**src/rtl/top_pkg.sv**
```systemverilog
// Top-level TL-UL bus geometry shared by every TL-UL block.
// Widths only, no logic.
package top_pkg;
  localparam int TL_AW  = 32;  // address width
  localparam int TL_DW  = 32;  // data width
  localparam int TL_AIW = 8;   // A-channel source id width
  localparam int TL_DIW = 1;   // D-channel sink id width
  localparam int TL_DBW = TL_DW / 8;
  localparam int TL_SZW = 2;   // log2 of max transfer size in bytes
endpackage

```
**src/rtl/tlul_pkg.sv**
```systemverilog
// TL-UL channel types plus the per-slot state used by the reorder buffer.
// Handshake rule for every channel in these structs: a beat transfers on a
// rising clock edge where valid and ready are both 1. Once valid is raised,
// the payload stays stable and valid stays high until that edge.
package tlul_pkg;
  import top_pkg::*;

  typedef enum logic [2:0] {
    PutFullData    = 3'h0,
    PutPartialData = 3'h1,
    Get            = 3'h4
  } tl_a_op_e;

  typedef enum logic [2:0] {
    AccessAck     = 3'h0,
    AccessAckData = 3'h1
  } tl_d_op_e;

  typedef struct packed {
    logic              a_valid;
    tl_a_op_e          a_opcode;
    logic [2:0]        a_param;
    logic [TL_SZW-1:0] a_size;
    logic [TL_AIW-1:0] a_source;
    logic [TL_AW-1:0]  a_address;
    logic [TL_DBW-1:0] a_mask;
    logic [TL_DW-1:0]  a_data;
    logic              d_ready;
  } tl_h2d_t;

  typedef struct packed {
    logic              d_valid;
    tl_d_op_e          d_opcode;
    logic [2:0]        d_param;
    logic [TL_SZW-1:0] d_size;
    logic [TL_AIW-1:0] d_source;
    logic [TL_DIW-1:0] d_sink;
    logic [TL_DW-1:0]  d_data;
    logic              d_error;
    logic              a_ready;
  } tl_d2h_t;

  // Life cycle of one reorder slot: Free -> Pending -> Filled -> Free.
  typedef enum logic [1:0] {
    Free    = 2'd0,
    Pending = 2'd1,
    Filled  = 2'd2
  } slot_state_e;
endpackage

```
**src/rtl/tlul_rsp_reorder_buffer_if.sv**
```systemverilog
// One TL-UL link: h2d carries A-channel requests and d_ready, d2h carries
// D-channel responses and a_ready.
// Modports:
//   master - the side issuing requests (drives h2d, receives d2h)
//   slave  - the side serving requests (receives h2d, drives d2h)
interface tlul_rsp_reorder_buffer_if;
  import tlul_pkg::*;

  tl_h2d_t h2d;
  tl_d2h_t d2h;

  modport master (output h2d, input d2h);
  modport slave  (input h2d, output d2h);
endinterface

```
**src/rtl/tlul_rob_tag_cam.sv**
```systemverilog
// Tag store and slot-state machine for the reorder buffer.
// Holds one source tag and one slot_state_e per slot, and answers two
// questions every cycle:
//   match_oh_o - which Pending slot owns the incoming d_source (one-hot,
//                at most one bit since outstanding sources are unique)
//   clash_o    - whether the incoming a_source is still outstanding
//                (Pending or Filled) and therefore must not be accepted
// Ports:
//   clk_i, rst_i                  clock, async active-high reset
//   alloc_i/alloc_idx_i/alloc_tag_i   reserve slot as Pending with tag
//   lookup_i/lookup_tag_i         response arrives with this d_source
//   release_i/release_idx_i       head slot handed to host, becomes Free
//   clash_tag_i                   a_source of the request on offer
//   match_oh_o, clash_o           CAM results
//   state_o                       current state of every slot (also debug)
module tlul_rob_tag_cam
  import tlul_pkg::*;
#(
  parameter int DEPTH = 4,
  localparam int IW = $clog2(DEPTH),
  localparam int AIW = top_pkg::TL_AIW
) (
  input  logic              clk_i,
  input  logic              rst_i,
  input  logic              alloc_i,
  input  logic [IW-1:0]     alloc_idx_i,
  input  logic [AIW-1:0]    alloc_tag_i,
  input  logic              lookup_i,
  input  logic [AIW-1:0]    lookup_tag_i,
  input  logic              release_i,
  input  logic [IW-1:0]     release_idx_i,
  input  logic [AIW-1:0]    clash_tag_i,
  output logic [DEPTH-1:0]  match_oh_o,
  output logic              clash_o,
  output slot_state_e       state_o [DEPTH]
);

  slot_state_e           state_q [DEPTH];
  slot_state_e           state_d [DEPTH];
  logic [AIW-1:0]        tag_q   [DEPTH];
  logic [AIW-1:0]        tag_d   [DEPTH];

  // State register.
  always_ff @(posedge clk_i or posedge rst_i) begin
    if (rst_i) begin
      for (int i = 0; i < DEPTH; i++) begin
        state_q[i] <= Free;
        tag_q[i]   <= '0;
      end
    end else begin
      for (int i = 0; i < DEPTH; i++) begin
        state_q[i] <= state_d[i];
        tag_q[i]   <= tag_d[i];
      end
    end
  end

  // Next-state logic. Alloc only hits a Free slot, fill only a Pending one
  // and release only a Filled one, so the three updates never collide on
  // the same slot in one cycle.
  always_comb begin
    for (int i = 0; i < DEPTH; i++) begin
      state_d[i] = state_q[i];
      tag_d[i]   = tag_q[i];
      if (alloc_i && alloc_idx_i == IW'(i)) begin
        state_d[i] = Pending;
        tag_d[i]   = alloc_tag_i;
      end
      if (match_oh_o[i]) begin
        state_d[i] = Filled;
      end
      if (release_i && release_idx_i == IW'(i)) begin
        state_d[i] = Free;
      end
    end
  end

  // Outputs. The clash check looks at registered state, so a slot being
  // released this cycle still blocks its tag until the next cycle.
  always_comb begin
    match_oh_o = '0;
    clash_o    = 1'b0;
    for (int i = 0; i < DEPTH; i++) begin
      state_o[i] = state_q[i];
      if (lookup_i && state_q[i] == Pending && tag_q[i] == lookup_tag_i) begin
        match_oh_o[i] = 1'b1;
      end
      if (state_q[i] != Free && tag_q[i] == clash_tag_i) begin
        clash_o = 1'b1;
      end
    end
  end

endmodule

```
**src/rtl/tlul_rsp_reorder_buffer.sv**
```systemverilog
// TL-UL response reorder buffer.
// Requests from an in-order host pass straight through to an out-of-order
// device path; each accepted request reserves the slot at wr_ptr. Responses
// come back in any order, are matched to their slot by d_source, parked,
// and handed to the host strictly in request order from rd_ptr.
// Ports:
//   clk_i, rst_i        clock, async active-high reset
//   host                host link (host_i = host.h2d, host_o = host.d2h)
//   device              device link (device_o = device.h2d, device_i = device.d2h)
//   occupancy_o         number of slots not Free, registered
//   unexpected_rsp_o    1-cycle pulse after a response matched no Pending slot
module tlul_rsp_reorder_buffer
  import tlul_pkg::*;
#(
  parameter int DEPTH = 4,
  localparam int IW = $clog2(DEPTH),
  localparam int PW = IW + 1
) (
  input  logic                        clk_i,
  input  logic                        rst_i,
  tlul_rsp_reorder_buffer_if.slave    host,
  tlul_rsp_reorder_buffer_if.master   device,
  output logic [PW-1:0]               occupancy_o,
  output logic                        unexpected_rsp_o
);

  tl_h2d_t host_i;
  tl_d2h_t host_o;
  tl_h2d_t device_o;
  tl_d2h_t device_i;

  assign host_i     = host.h2d;
  assign host.d2h   = host_o;
  assign device.h2d = device_o;
  assign device_i   = device.d2h;

  // Pointers carry one extra wrap bit so full and empty are distinguishable.
  logic [PW-1:0] wr_ptr_q, wr_ptr_d;
  logic [PW-1:0] rd_ptr_q, rd_ptr_d;
  logic [PW-1:0] occupancy_q, occupancy_d;
  logic          unexpected_q, unexpected_d;
  tl_d2h_t       rsp_q [DEPTH];
  tl_d2h_t       rsp_d [DEPTH];

  logic [IW-1:0]    wr_idx, rd_idx;
  logic             full, clash, a_ok, accept, head_filled, release_head;
  logic [DEPTH-1:0] match_oh;
  slot_state_e      slot_state [DEPTH];

  assign wr_idx = wr_ptr_q[IW-1:0];
  assign rd_idx = rd_ptr_q[IW-1:0];
  assign full   = (wr_ptr_q - rd_ptr_q) == PW'(DEPTH);

  tlul_rob_tag_cam #(.DEPTH(DEPTH)) u_tag_cam (
    .clk_i         (clk_i),
    .rst_i         (rst_i),
    .alloc_i       (accept),
    .alloc_idx_i   (wr_idx),
    .alloc_tag_i   (host_i.a_source),
    .lookup_i      (device_i.d_valid),
    .lookup_tag_i  (device_i.d_source),
    .release_i     (release_head),
    .release_idx_i (rd_idx),
    .clash_tag_i   (host_i.a_source),
    .match_oh_o    (match_oh),
    .clash_o       (clash),
    .state_o       (slot_state)
  );

  // A channel: combinational pass-through, gated while full, while the
  // source is still outstanding, and while in reset.
  assign a_ok   = ~rst_i & ~full & ~clash;
  assign accept = device_o.a_valid & device_i.a_ready;

  always_comb begin
    device_o         = host_i;
    device_o.a_valid = host_i.a_valid & a_ok;
    // A slot was reserved at request time, so every response has a home.
    device_o.d_ready = 1'b1;
  end

  // D channel to host: only the head slot may be presented. The payload
  // comes from the stored array, so there is no capture-to-host bypass.
  assign head_filled  = slot_state[rd_idx] == Filled;
  assign release_head = head_filled & host_i.d_ready;

  always_comb begin
    host_o = '0;
    if (head_filled) begin
      host_o         = rsp_q[rd_idx];
      host_o.d_valid = 1'b1;
    end
    host_o.a_ready = device_i.a_ready & a_ok;
  end

  always_comb begin
    for (int i = 0; i < DEPTH; i++) begin
      rsp_d[i] = match_oh[i] ? device_i : rsp_q[i];
    end
    wr_ptr_d     = wr_ptr_q + PW'(accept);
    rd_ptr_d     = rd_ptr_q + PW'(release_head);
    occupancy_d  = wr_ptr_d - rd_ptr_d;
    unexpected_d = device_i.d_valid & ~(|match_oh);
  end

  always_ff @(posedge clk_i or posedge rst_i) begin
    if (rst_i) begin
      wr_ptr_q     <= '0;
      rd_ptr_q     <= '0;
      occupancy_q  <= '0;
      unexpected_q <= 1'b0;
      for (int i = 0; i < DEPTH; i++) begin
        rsp_q[i] <= '0;
      end
    end else begin
      wr_ptr_q     <= wr_ptr_d;
      rd_ptr_q     <= rd_ptr_d;
      occupancy_q  <= occupancy_d;
      unexpected_q <= unexpected_d;
      for (int i = 0; i < DEPTH; i++) begin
        rsp_q[i] <= rsp_d[i];
      end
    end
  end

  assign occupancy_o      = occupancy_q;
  assign unexpected_rsp_o = unexpected_q;

endmodule

```
**src/flat_wrapper.sv**
```systemverilog
// flat-port wrapper written by rule: the top's interface ports become plain ports
module tlul_rsp_reorder_buffer_flat import tlul_pkg::*;
#(
  parameter int DEPTH = 4,
  localparam int IW = $clog2(DEPTH),
  localparam int PW = IW + 1
)
  (clk_i, rst_i, occupancy_o, unexpected_rsp_o, host_h2d, host_d2h, device_h2d, device_d2h);
  tlul_rsp_reorder_buffer_if host_i ();
  tlul_rsp_reorder_buffer_if device_i ();
  input  logic clk_i;
  input  logic rst_i;
  output logic [PW-1:0] occupancy_o;
  output logic unexpected_rsp_o;
  input wire logic [$bits(host_i.h2d)-1:0] host_h2d;
  output wire logic [$bits(host_i.d2h)-1:0] host_d2h;
  output wire logic [$bits(device_i.h2d)-1:0] device_h2d;
  input wire logic [$bits(device_i.d2h)-1:0] device_d2h;
  assign host_i.h2d = host_h2d;
  assign host_d2h = host_i.d2h;
  assign device_h2d = device_i.h2d;
  assign device_i.d2h = device_d2h;
  tlul_rsp_reorder_buffer #(.DEPTH(DEPTH)) u_core (.clk_i(clk_i), .rst_i(rst_i), .host(host_i), .device(device_i), .occupancy_o(occupancy_o), .unexpected_rsp_o(unexpected_rsp_o));
endmodule
```
**config.mk**
```make
export PLATFORM = sky130hd
export DESIGN_NAME = tlul_rsp_reorder_buffer_flat
export DESIGN_NICKNAME = d
export VERILOG_FILES = /design/src/rtl/top_pkg.sv /design/src/rtl/tlul_pkg.sv /design/src/rtl/tlul_rsp_reorder_buffer_if.sv /design/src/rtl/tlul_rob_tag_cam.sv /design/src/rtl/tlul_rsp_reorder_buffer.sv /design/src/flat_wrapper.sv
export SDC_FILE = /design/constraint.sdc
export NUM_CORES = 1
export LEC_CHECK = 0
export CORE_UTILIZATION = 51
export DETAILED_ROUTE_END_ITERATION = 8
export PLACE_DENSITY_LB_ADDON = 0.2
export SLEW_MARGIN = 20
export SYNTH_ARGS = -nofsm -noshare
export SYNTH_HDL_FRONTEND = slang
export SYNTH_SLANG_ARGS = --single-unit
```
**constraint.sdc**
```tcl
create_clock -name clk_i -period 10.5 [get_ports clk_i]
set_clock_uncertainty 0.1 [all_clocks]
set_input_delay 1.05 -clock clk_i [delete_from_list [all_inputs] [get_ports clk_i]]
set_output_delay 1.05 -clock clk_i [all_outputs]
set_load 0.03 [all_outputs]
```
==> results.json <==
{
  "cts_buffer_depth": 3,
  "net-switching-power_mw": 0.888,
  "grt_max_degree": 120,
  "clock_latency_ns": 0.52,
  "swShare_pct": 28.2,
  "drc_errors": 0,
  "pwr-share-seq_pct": 45.7,
  "hold_depth": 1,
  "synth_warnings": 0,
  "arrival_ns": 3.65,
  "intPower_mw": 2.26,
  "maxSlewHeadroom_pct": 40.0,
  "grt_first_pass_wirelength_mm": 45.2,
  "power_density_nw_per_um2": 221,
  "htree_levels": 1,
  "reg2regPathDepth": 12,
  "r2r_slack_ns": 7.28,
  "n_antenna_cell": 0,
  "drt_iter0_drc": 326,
  "use_met3_pct": 5.91,
  "layout-drive-gt1-share_pct": 37.2,
  "dp.cells": 1202,
  "finalHoldViolCount": 0,
  "place.gp.congestion": 0.846,
  "holdWs_ns": 0.399,
  "worstSetupPathType": "input pin to output pin",
  "placed_area_sq_um": 13400,
  "cp_max_fo": 9,
  "hold_end": "u_core.rsp_q[33]",
  "core_sq_um": 23700,
  "die_area_sq_um": 25000,
  "drv_cap": 0,
  "clkTransAtPathRegs_ns": 0.06,
  "peakVddDrop_mv": 0.141,
  "status": "finished clean",
  "syn_area_sq_um": 12400,
  "worst_slew_pin_slew_ns": 0.894,
  "grt_util_met1_pct": 28.4,
  "rr_startpoint": "u_core.rd_ptr_q[0]",
  "row_count": 56,
  "synth_nets": 1032,
  "io_pins": 282,
  "syn-mean-instance-area_sq_um": 14.1,
  "antenna_found_initial": 1,
  "ys_types": 38,
  "grt_pass1_vias": 7941,
  "hold_class": "flop to flop",
  "synthToLayoutAreaGrowth_pct": 14.4,
  "cts_root_buf": "clkbuf_16",
  "viasPerCell": 5.67,
  "clock_power_share_pct": 29.4,
  "fin_cells": 1250,
  "met2_usage_pct": 41.9,
  "slew_violations": 0,
  "rsz0062_at_grt": "false",
  "place_hpwl_mm": 19.4,
  "ys_seq_area_share_pct": 50.3,
  "drtPass1Iterations": 4,
  "combPwrFrac_pct": 24.8,
  "wl_mm": 29.1,
  "cp-end-kind": "output pin",
  "hp-start": "u_core.rsp_q[33]",
  "netlist_instances": 884,
  "setup_viol": 0,
  "ant_nets": 0,
  "crit_path_start_kind": "input pin",
  "cts_resized": 0,
  "start_util_pct": 52.5,
  "grtUsageTotal_pct": 24.0,
  "critPathLaunch": "host_h2d[69]",
  "portBuffers": 128,
  "wl_per_cell_microns": 23.3,
  "tns_ns": 0,
  "numCtsBuffers": 27,
  "p_leak_nw": 6.48,
  "stdcell_area_sq_um": 14200,
  "fin_nets": 1060,
  "grt-busiest-layer": "met2",
  "synth-seq-cells": 250,
  "cts_tree": "done",
  "die_w_microns": 158,
  "cts_hold_buf": 0,
  "layout_min_cycle_time_ns": 4.80,
  "die_h_microns": 158,
  "fill_cells": 1880,
  "grt-ovfl-total": 0,
  "fmax_mhz": 208,
  "cts_sinks": 250,
  "post_cts_buffers": 0,
  "num_vias": 7090,
  "period_share_pct": 45.7,
  "cp.required_ns": 9.35,
  "r2r_end": "u_core.occupancy_o[2]"
}
-- power groups by stage --
stage | Combinational [mW] | Sequential [mW] | Clock, mW
floorplan | 0.694 | 1.37 | 0
global placement | 0.762 | 1.43 | 0
detailed placement | 0.791 | 1.45 | 0
CTS | 0.795 | 1.44 | 0.945
global route | 0.855 | 1.47 | 0.985
finish | 0.781 | 1.44 | 0.925
-- critical path, cell delays in order --
cell             delay (ns)
clkdlybuf4s50_1        0.75
xnor2_1                0.19
nand4_1                0.13
o31ai_2                0.64
nor2_1                 0.12
and2_1                 0.19
clkdlybuf4s50_1        0.59
-- metrics by stage --
step / setup slack [ns] / power (mW) / util, %
4_1_cts: 5.71 / 3.18 / 60.1
3_5_place_dp: 5.71 / 2.24 / 56.4
2_1_floorplan: 2.48 / 2.07 / -
3_3_place_gp: 5.75 / 2.20 / 56.4
5_1_grt: 5.53 / 3.31 / 60.1
6_report: 5.70 / 3.15 / 60.1
-- worst max-delay path by stage --
stage	endpoint	slack [ns]
3_3_place_gp	host_d2h[0]	5.75
5_1_grt	device_h2d[85]	5.53
6_report	device_h2d[85]	5.70
3_5_place_dp	device_h2d[85]	5.71
2_1_floorplan	u_core.occupancy_o[0]	2.48
4_1_cts	device_h2d[85]	5.71
-- synth_stat cells --
cell type,instances,area share [%]
mux4_2,50,9.1
clkbuf_1,40,1.2
a31o_2,2,0.14
o211a_1,3,0.24
a21oi_1,3,0.12
dfrtp_1,250,50
buf_1,5,0.15
o31ai_2,1,0.10
o21ai_0,6,0.24
buf_6,1,0.091
buf_4,86,5.2
nand2b_1,1,0.050
nor4_4,2,0.34
nor2b_1,52,2.6
xor2_1,14,0.99
or3_1,3,0.15
nand2_1,11,0.33
nand3_1,5,0.20
and2_1,2,0.10
o2111ai_1,1,0.070
nand4_1,14,0.70
a31oi_1,1,0.050
mux2_4,8,0.97
or4_1,1,0.060
nor3_1,2,0.081
nor3_2,1,0.081
nor2_1,2,0.060
nor4_1,5,0.25
ha_1,7,0.70
conb_1,1,0.030
nand3_2,1,0.081
nor3b_1,1,0.060
fa_1,1,0.16
xnor2_1,56,3.9
mux2_2,224,20
inv_1,11,0.33
nand3b_1,2,0.12
buf_2,8,0.32
-- cell usage in the layout (no fill, tap or decap), types with 2 or more instances in the layout --
master           count
a31o_2               2
a21oi_1              2
or3_1                3
buf_4               11
clkbuf_16           27
clkinv_2             7
ha_1                 7
clkbuf_8             5
nor4_1               5
mux2_2             224
mux4_2              50
nand3b_1             2
inv_1               10
and2_1               2
o21ai_0              6
xnor2_1             56
nor2b_1             52
bufinv_16            2
mux2_4               8
nand2_1             11
nor3_1               2
nor4_4               2
nand3_1              5
nand4_1             14
clkdlybuf4s50_1    128
nor2_1               2
dfrtp_1            248
o211a_1              3
xor2_1              14
clkbuf_1             6
-- kinds of logic after synthesis --
family / count (synthesis) / share of synthesized area [%]
other: 1 / 0.0302
buffers and inverters: 151 / 7.30
multiplexers: 282 / 30.3
flip-flops: 250 / 50.3
XOR/XNOR: 70 / 4.93
AO/OA/AOI/OAI: 17 / 0.966
AND/OR/NAND/NOR: 105 / 5.29
adder cells (fa/ha/maj): 8 / 0.865
-- flip-flops by register name (all words and copies together), names as in the netlist --
| signal | count |
|---|---|
| u_core.rsp_q | 200 |
| u_core.u_tag_cam.tag_q | 32 |
| u_core.u_tag_cam.state_o | 8 |
| u_core.occupancy_o | 3 |
| u_core.rd_ptr_q | 3 |
| u_core.wr_ptr_q | 3 |
| u_core.unexpected_rsp_o | 1 |
-- final cells by class --
class / count / area [sq um] / share of cell area, %
Timing Repair Buffer: 139 / 1360 / 9.59
Clock buffer: 38 / 767 / 5.39
Sequential cell: 250 / 6260 / 44.0
Multi-Input combinational cell: 483 / 5280 / 37.1
Inverter: 11 / 48.8 / 0.343
Clock inverter: 10 / 103 / 0.721
Tap cell: 319 / 399 / 2.81
-- routing by layer --
layer / vias up / routed length (microns)
met1: 3711 / 11100
li1: 3102 / -
met2: 203 / 14900
met4: 2 / 1120
met3: 72 / 1950
met5: - / 12
(Power assumes the default switching activity.)
